File: src/rtl/csa_stream_accumulator.sv
`default_nettype none
// ============================================================================
// Module   : csa_stream_accumulator (with csa_carry_skip_adder)
// Brief    : Streaming signed accumulator built around a 32-bit carry-skip
//            adder, with sticky overflow, optional saturation and a
//            valid/ready result port.
// Revision : 1.0 - initial release
// ============================================================================

module csa_carry_skip_adder #(
  parameter int WIDTH = 32,
  parameter int BLOCK = 4
) (
  input  logic [WIDTH-1:0] a,
  input  logic [WIDTH-1:0] b,
  input  logic             cin,
  output logic [WIDTH-1:0] sum,
  output logic             cout,
  output logic             of
);

  localparam int NBLK = WIDTH / BLOCK;

  logic [WIDTH-1:0] w_sum;
  logic             w_c;
  logic             w_bc;
  logic             w_pall;
  logic             w_p;
  logic             w_g;
  logic             w_cmsb;

  // Ripple inside each block; a fully propagating block forwards its carry-in.
  always_comb begin
    w_sum  = '0;
    w_c    = cin;
    w_bc   = 1'b0;
    w_pall = 1'b0;
    w_p    = 1'b0;
    w_g    = 1'b0;
    w_cmsb = 1'b0;
    for (int blk = 0; blk < NBLK; blk++) begin
      w_bc   = w_c;
      w_pall = 1'b1;
      for (int i = 0; i < BLOCK; i++) begin
        w_p = a[blk*BLOCK+i] ^ b[blk*BLOCK+i];
        w_g = a[blk*BLOCK+i] & b[blk*BLOCK+i];
        w_sum[blk*BLOCK+i] = w_p ^ w_c;
        if (blk*BLOCK+i == WIDTH-1) begin
          w_cmsb = w_c;
        end
        w_c    = w_g | (w_p & w_c);
        w_pall = w_pall & w_p;
      end
      if (w_pall) begin
        w_c = w_bc;
      end
    end
  end

  assign sum  = w_sum;
  assign cout = w_c;
  // Signed overflow: carry into the sign bit differs from carry out of it.
  assign of   = w_cmsb ^ w_c;

endmodule

module csa_stream_accumulator #(
  parameter int SATURATE = 1,
  parameter int LEN_W    = 8
) (
  input  logic             clk,
  input  logic             rst_n,
  input  logic             start,
  input  logic [LEN_W-1:0] len,
  input  logic             in_valid,
  output logic             in_ready,
  input  logic [31:0]      in_data,
  input  logic             in_sub,
  output logic             out_valid,
  input  logic             out_ready,
  output logic [31:0]      out_sum,
  output logic             out_cout,
  output logic             out_of,
  output logic [LEN_W-1:0] out_count
);

  typedef enum logic [1:0] {
    S_IDLE  = 2'd0,
    S_ACCUM = 2'd1,
    S_DONE  = 2'd2
  } state_t;

  localparam logic [LEN_W-1:0] C_ONE     = {{(LEN_W-1){1'b0}}, 1'b1};
  localparam logic [31:0]      C_SAT_MAX = 32'h7FFF_FFFF;
  localparam logic [31:0]      C_SAT_MIN = 32'h8000_0000;

  state_t           r_state;
  state_t           w_state_nxt;
  logic [31:0]      r_acc;
  logic             r_cout;
  logic             r_of;
  logic [LEN_W-1:0] r_count;
  logic [LEN_W-1:0] r_len;

  logic [31:0]      w_b;
  logic [31:0]      w_sum;
  logic             w_cout;
  logic             w_of;
  logic [31:0]      w_next;
  logic             w_accept;
  logic             w_last;

  assign w_b = in_sub ? ~in_data : in_data;

  csa_carry_skip_adder #(
    .WIDTH (32),
    .BLOCK (4)
  ) u_csa (
    .a    (r_acc),
    .b    (w_b),
    .cin  (in_sub),
    .sum  (w_sum),
    .cout (w_cout),
    .of   (w_of)
  );

  // Clamp toward the sign of the running total; that sign decides the overflow direction.
  always_comb begin
    w_next = w_sum;
    if ((SATURATE != 0) && w_of) begin
      w_next = r_acc[31] ? C_SAT_MIN : C_SAT_MAX;
    end
  end

  assign w_accept = (r_state == S_ACCUM) && in_valid;
  assign w_last   = (r_count == (r_len - C_ONE));

  always_ff @(posedge clk or negedge rst_n) begin
    if (!rst_n) begin
      r_state <= S_IDLE;
    end else begin
      r_state <= w_state_nxt;
    end
  end

  always_comb begin
    w_state_nxt = r_state;
    case (r_state)
      S_IDLE: begin
        if (start) begin
          w_state_nxt = (len != '0) ? S_ACCUM : S_DONE;
        end
      end
      S_ACCUM: begin
        if (w_accept && w_last) begin
          w_state_nxt = S_DONE;
        end
      end
      S_DONE: begin
        if (out_ready) begin
          w_state_nxt = S_IDLE;
        end
      end
      default: w_state_nxt = S_IDLE;
    endcase
  end

  always_ff @(posedge clk or negedge rst_n) begin
    if (!rst_n) begin
      r_acc   <= '0;
      r_cout  <= 1'b0;
      r_of    <= 1'b0;
      r_count <= '0;
      r_len   <= '0;
    end else if ((r_state == S_IDLE) && start) begin
      r_acc   <= '0;
      r_cout  <= 1'b0;
      r_of    <= 1'b0;
      r_count <= '0;
      r_len   <= len;
    end else if (w_accept) begin
      r_acc   <= w_next;
      r_cout  <= w_cout;
      r_of    <= r_of | w_of;
      r_count <= r_count + C_ONE;
    end
  end

  assign in_ready  = (r_state == S_ACCUM);
  assign out_valid = (r_state == S_DONE);
  assign out_sum   = r_acc;
  assign out_cout  = r_cout;
  assign out_of    = r_of;
  assign out_count = r_count;

endmodule

`default_nettype wire
File: config.mk
export PLATFORM = sky130hd
export DESIGN_NAME = csa_stream_accumulator
export DESIGN_NICKNAME = d
export VERILOG_FILES = /design/src/rtl/csa_stream_accumulator.sv
export SDC_FILE = /design/constraint.sdc
export NUM_CORES = 1
export LEC_CHECK = 0
export CORE_MARGIN = 2
export CORE_UTILIZATION = 25
export CTS_CLUSTER_DIAMETER = 200
export DETAILED_ROUTE_END_ITERATION = 10
export PLACE_DENSITY = 0.57
export SYNTH_ARGS = -nofsm -noshare
export SYNTH_HDL_FRONTEND = slang
export SYNTH_SLANG_ARGS = --single-unit
File: constraint.sdc
create_clock -name clk -period 46.9 [get_ports clk]
set_input_delay 9.38 -clock clk [delete_from_list [all_inputs] [get_ports clk]]
set_output_delay 9.38 -clock clk [all_outputs]
set_load 0.03 [all_outputs]
Word level (Yosys, flattened, before mapping)
Index checks and enable logic that the tools add are counted.
{"block": "totals", "ff_bits": 52, "in_bits": 46}
{"block": "classes", "addsub": 2, "eq_ne": 6, "mux": 24, "n_bitwise": 187, "n_reduce_logical": 7}
{"op": "$mux W32", "count": 5}
{"op": "$and A1 B1 Y1", "count": 88}
{"op": "$xor A1 B1 Y1", "count": 65}
{"op": "$or A1 B1 Y1", "count": 33}
{"op": "$not A32 Y32", "count": 1}
{"op": "$mux W8", "count": 2}
{"op": "$mux W1", "count": 12}
{"op": "$add A8 B1 Y8 const B", "count": 1}
{"op": "$eq A8 B8 Y1", "count": 1}
{"op": "$mux W2", "count": 4}
{"op": "$reduce_bool A8 Y1", "count": 1}
{"op": "$sub A8 B1 Y8 const B", "count": 1}
{"op": "$pmux W2 S3", "count": 1}
{"op": "$ne A2 B1 Y1 const B", "count": 2}
{"op": "$logic_and A1 B1 Y1", "count": 3}
{"op": "$reduce_and A3 Y1", "count": 1}
{"op": "$eq A2 B1 Y1 const B", "count": 1}
{"op": "$eq A2 B2 Y1 const B", "count": 1}
{"op": "$logic_not A2 Y1", "count": 1}
{"op": "$ne A2 B2 Y1 const B", "count": 1}
{"op": "$reduce_bool A2 Y1", "count": 1}

Longest topological paths before layout
{"block": "logic_depth", "depth_word": 79, "ltp_mapped": 55, "ltp_nobuf": 52}

By module
From an unflattened synthesis, not the netlist that was laid out.
{"block": "unflattened", "hier_cells": 406, "area_unflattened_um2": 4085.2}
{"mod": "csa_stream_accumulator", "instances": 1, "cells_per_inst": 292, "area_each_um2": 2752.6}
{"mod": "csa_carry_skip_adder", "instances": 1, "cells_per_inst": 114, "area_each_um2": 1332.5}

Worst setup path before layout
OpenSTA, ideal clock, no wires.
{"block": "synth_path", "path_kind": "input -> register", "from": "in in_sub", "to": "reg r_acc[0], in the netlist out_sum[0]", "setup_ns": 0.126, "t_arrival_ns": 24.735, "required_ns": 46.774, "path_slack_ns": 22.039, "stages": 55, "path_buffers": 3, "path_cell_list": "buf_4 -> clkbuf_1 -> xor2_1 -> fa_1 -> fa_1 -> fa_1 -> a31o_2 -> and2_2 -> fa_1 -> fa_1 -> fa_1 -> fa_1 -> mux2_2 -> fa_1 -> fa_1 -> fa_1 -> fa_1 -> nor2b_1 -> [... 19 more ...] -> nor2_1 -> fa_1 -> fa_1 -> fa_1 -> fa_1 -> nand2_1 -> o31ai_1 -> fa_1 -> fa_1 -> inv_1 -> fa_1 -> fa_1 -> nor2_1 -> a31oi_1 -> o31ai_4 -> mux2i_4 -> buf_6 -> a221o_1"}
{"block": "synth_between", "elab_chain_cells": 78}
{"item": "from (decl)", "line": "78", "rtl": "input logic in_sub,"}
{"item": "$mux W32", "line": "113", "rtl": "assign w_b = in_sub ? ~in_data : in_data;"}
{"item": "$xor A1 B1 Y1", "line": "45", "rtl": "w_p = a[blk*BLOCK+i] ^ b[blk*BLOCK+i];"}
{"item": "$and A1 B1 Y1", "line": "51", "rtl": "w_c = w_g | (w_p & w_c);"}
{"item": "$or A1 B1 Y1", "line": "51"}
{"item": "$and A1 B1 Y1", "line": "51"}
{"item": "$or A1 B1 Y1", "line": "51"}
{"item": "$and A1 B1 Y1", "line": "51"}
{"item": "$or A1 B1 Y1", "line": "51"}
{"item": "[... 62 more ...]"}
{"item": "$or A1 B1 Y1", "line": "51"}
{"item": "$and A1 B1 Y1", "line": "51"}
{"item": "$or A1 B1 Y1", "line": "51"}
{"item": "$mux W1", "line": "54", "rtl": "if (w_pall) begin"}
{"item": "$xor A1 B1 Y1", "line": "63", "rtl": "assign of = w_cmsb ^ w_c;"}
{"item": "$mux W32 *", "line": "130", "rtl": "if ((SATURATE != 0) && w_of) begin"}
{"item": "$mux W32 *", "line": "181", "rtl": "end else if (w_accept) begin"}
{"item": "$mux W32 *", "line": "175", "rtl": "end else if ((r_state == S_IDLE) && start) begin"}
{"item": "to (signal assigned)", "line": "182", "rtl": "r_acc <= w_next;"}
{"item": "to (decl)", "line": "99", "rtl": "logic [31:0] r_acc;"}
Every way passes the cells marked *; elsewhere a longest branch is shown, timed or not. The select of a mux whose other input is x is not followed.
A chain may end at the register's enable or synchronous reset.

Worst setup path in the final report
{"block": "layout_path", "from": "in in_data[0]", "to": "reg r_acc[31], in the netlist out_sum[31]"}
{"block": "layout_between", "elab_chain_cells": 79}
{"item": "from (decl)", "line": "77", "rtl": "input logic [31:0] in_data,"}
{"item": "$not A32 Y32", "line": "113"}
{"item": "$mux W32 *", "line": "113"}
{"item": "$xor A1 B1 Y1", "line": "45"}
{"item": "$and A1 B1 Y1", "line": "51"}
{"item": "$or A1 B1 Y1", "line": "51"}
{"item": "$and A1 B1 Y1", "line": "51"}
{"item": "$or A1 B1 Y1", "line": "51"}
{"item": "$and A1 B1 Y1", "line": "51"}
{"item": "[... 63 more ...]"}
{"item": "$or A1 B1 Y1", "line": "51"}
{"item": "$and A1 B1 Y1", "line": "51"}
{"item": "$or A1 B1 Y1", "line": "51"}
{"item": "$mux W1", "line": "54"}
{"item": "$xor A1 B1 Y1", "line": "63"}
{"item": "$mux W32 *", "line": "130"}
{"item": "$mux W32 *", "line": "181"}
{"item": "$mux W32 *", "line": "175"}
Marks and branches as above.

==> metrics.cfg <==
[sta]
whs_ns = 0.509
grt_setup_unrepaired = false
relSlewSlack = 0.325
setup_viol = 0
final.setup.tns_ns = 0
worstMarginPinSlew_ns = 0.991
min_period_over_period = 0.554
fmax_ghz = 0.0385
finalHoldViolCount = 0
slew_viol_final = 0
min_period_ns = 25.97
skew_ns = 0.0146

[routing]
firstDrtPassIters = 4
vias = 2847
wl_mm = 9.41
drcViolationCount = 0
wire_per_inst_microns = 15.0
antenna_left = 0
drt_iter0_drc = 150
via_per_inst = 4.54

[finish]
layout.cells.most_common = clkdlybuf4s50_1
n_fill_cell = 1553
final_util = 0.337
nets = 526
syn2layout_area_growth_pct = 31.1
drive_above_1_share = 0.0697
final_cell_mix = clkdlybuf4s50_1, dfrtp_1, xor2_1
diodes = 0

[critical_path]
cp_max_fo = 32
cpPeakStageDelay_ns = 0.82
worst-setup-path-type = primary input to flop
crit_top_cell = fa_1
endpoint_kind = flop
arrival_ns = 26.13
rr_worst_depth = 52
crit_path_start_kind = primary input
cp.required_ns = 47.06
critPathSlowestCell = mux2i_4
r2r_setup_slack_ns = 30.16

[power_and_ir_drop]
leakage_nw = 2.21
power_per_cell_area_nw_per_um2 = 57.9
ir_drop_uv = 17.0

[synth]
synth_top_area_share = 0.331
synthSimpleGateAreaFrac = 0.0967
seq_area_frac_synth = 0.331
async_flop_share = 1.00
synthMuxAreaShare = 0.0312
synth_compound_area_frac = 0.129
synth_top_family_by_area = adder cells
synth_area_leaders = dfrtp_1, fa_1, ha_1
ys_types = 48
netlist_area_sq_um = 3930
syn_inst = 334
synth_area_leader_cell = dfrtp_1
synth-xor-area-share = 0.114
synth.avg_cell_area_sq_um = 11.8
synth-edff-count = 0
ys_warn_count = 0
ys_seq_elements = 52
synthFlopType = dfrtp_1
syn_nets = 444
synth_fa_ha_area_frac = 0.263

[floorplan]
core_area_sq_um = 15300
ios = 90
initial_core_util = 0.257
row_count = 45
die_h_microns = 129
die_w_microns = 129
die_area_sq_um = 16700

[global_routing]
grt_util_all_layers = 0.119
grt_max_degree = 53
grt_pass1_wl_mm = 16.1
gr-total-overflow = 0
antenna_found_initial = 0
grt_pass1_vias = 3211

[worst_hold_path]
min_path_cells = 1
hold_class = flop to flop

[placement]
hpwl_mm = 7.16
port_buffers = 89
gp_congestion = 0.774

[job]
maxCapViolCount = 0

[clocking]
cts_sinks = 52
worstSkewPairLatency_ns = 0.29
clockBufferDepth = 2
clk_pin_slew_worst_paths_ns = 0.06
hold_buffers = 0
cts_tree = built
cts_max_level = 2
cts-buffers-inserted = 5
cts_setup_buffers = 0
cts_root_buf = clkbuf_16
cts_resized = 0

[run_status]
status = finished, final reports clean

[Yosys cell counts, types with 2 or more instances]
master     n
or4_1      2
and3_1     2
a22o_1     2
mux2_2     7
nand2b_1   2
and4_1     3
xnor2_1    9
xor2_1    42
a21oi_1    4
buf_6      3
nand4_1    9
a221o_1   31
fa_1      31
buf_2      3
o21ai_0    5
a31oi_1    2
ha_1      33
nor3b_1    2
and2_1     2
nand2_1   17
dfrtp_1   52
inv_1     12
nor2b_1    3
or3_1      3
nor2_1    20
and2_2     2
clkbuf_1  10
[path summary, 6_finish.rpt]
path	start	to
max	in_data[0]	out_sum[31]
min	out_of	out_of
max reg2reg	out_sum[0]	out_sum[31]
min reg2reg	out_of	out_of
max in group asynchronous	rst_n	out_sum[20]
min in group asynchronous	rst_n	out_count[6]
[stage by stage]
| step | power, mW | setup slack [ns] | area (sq um) | cells |
|---|---|---|---|---|
| after floorplan | 0.205 | 22.04 | 3930 | 334 |
| after global placement | 0.262 | 20.78 | 5020 | 620 |
| after detailed placement | 0.266 | 20.57 | 5020 | 620 |
| after CTS | 0.304 | 20.83 | 5150 | 627 |
| after global routing | 0.327 | 20.08 | 5150 | 627 |
| final | 0.299 | 20.93 | 5150 | 627 |
[power breakdown]
part	internal [mW]	total (mW)	leakage [nW]	switching, mW
combinational	0.0823	0.177	1.47	0.0949
clock	0.0195	0.0354	0.0667	0.0159
sequential	0.0627	0.0860	0.670	0.0234
[critical path: cells and delay by family]
kind,cells,cell delay [ns]
AOI/OAI and AO/OA,5,0.82
buffers and inverters,2,0.58
adders and majority gates,31,11.98
muxes,4,1.85
and+or+nand+nor,11,1.51
[sequential cells by signal, summed over array words and instances, names as in the netlist]
signal,count
out_count,8
out_cout,1
out_of,1
out_sum,32
r_len,8
r_state,2
[final cells by class]
class | instances | area (sq um) | area share
Multi-Input combinational cell | 253 | 2510 | 0.486
Sequential cell | 52 | 1300 | 0.252
Timing Repair Buffer | 92 | 903 | 0.175
Tap cell | 211 | 264 | 0.0512
Clock buffer | 6 | 129 | 0.0250
Inverter | 12 | 45.0 | 0.00874
Clock inverter | 1 | 5.00 | 0.000971
[layer usage]
layer,track usage,vias up,routed length [microns]
li1,-,1329,-
met1,0.157,1435,4270
met2,0.204,74,4600
met3,0.0206,9,414
met4,0.0266,0,121
met5,0,-,0
[cells by family after synthesis]
group / after synthesis
AND/OR/NAND/NOR: 73
adder cells (fa/ha/maj): 64
AO/OA/AOI/OAI: 55
flip-flops: 52
XOR/XNOR: 51
buffers and inverters: 29
multiplexers: 10
Power figures use the tool's default switching activity.
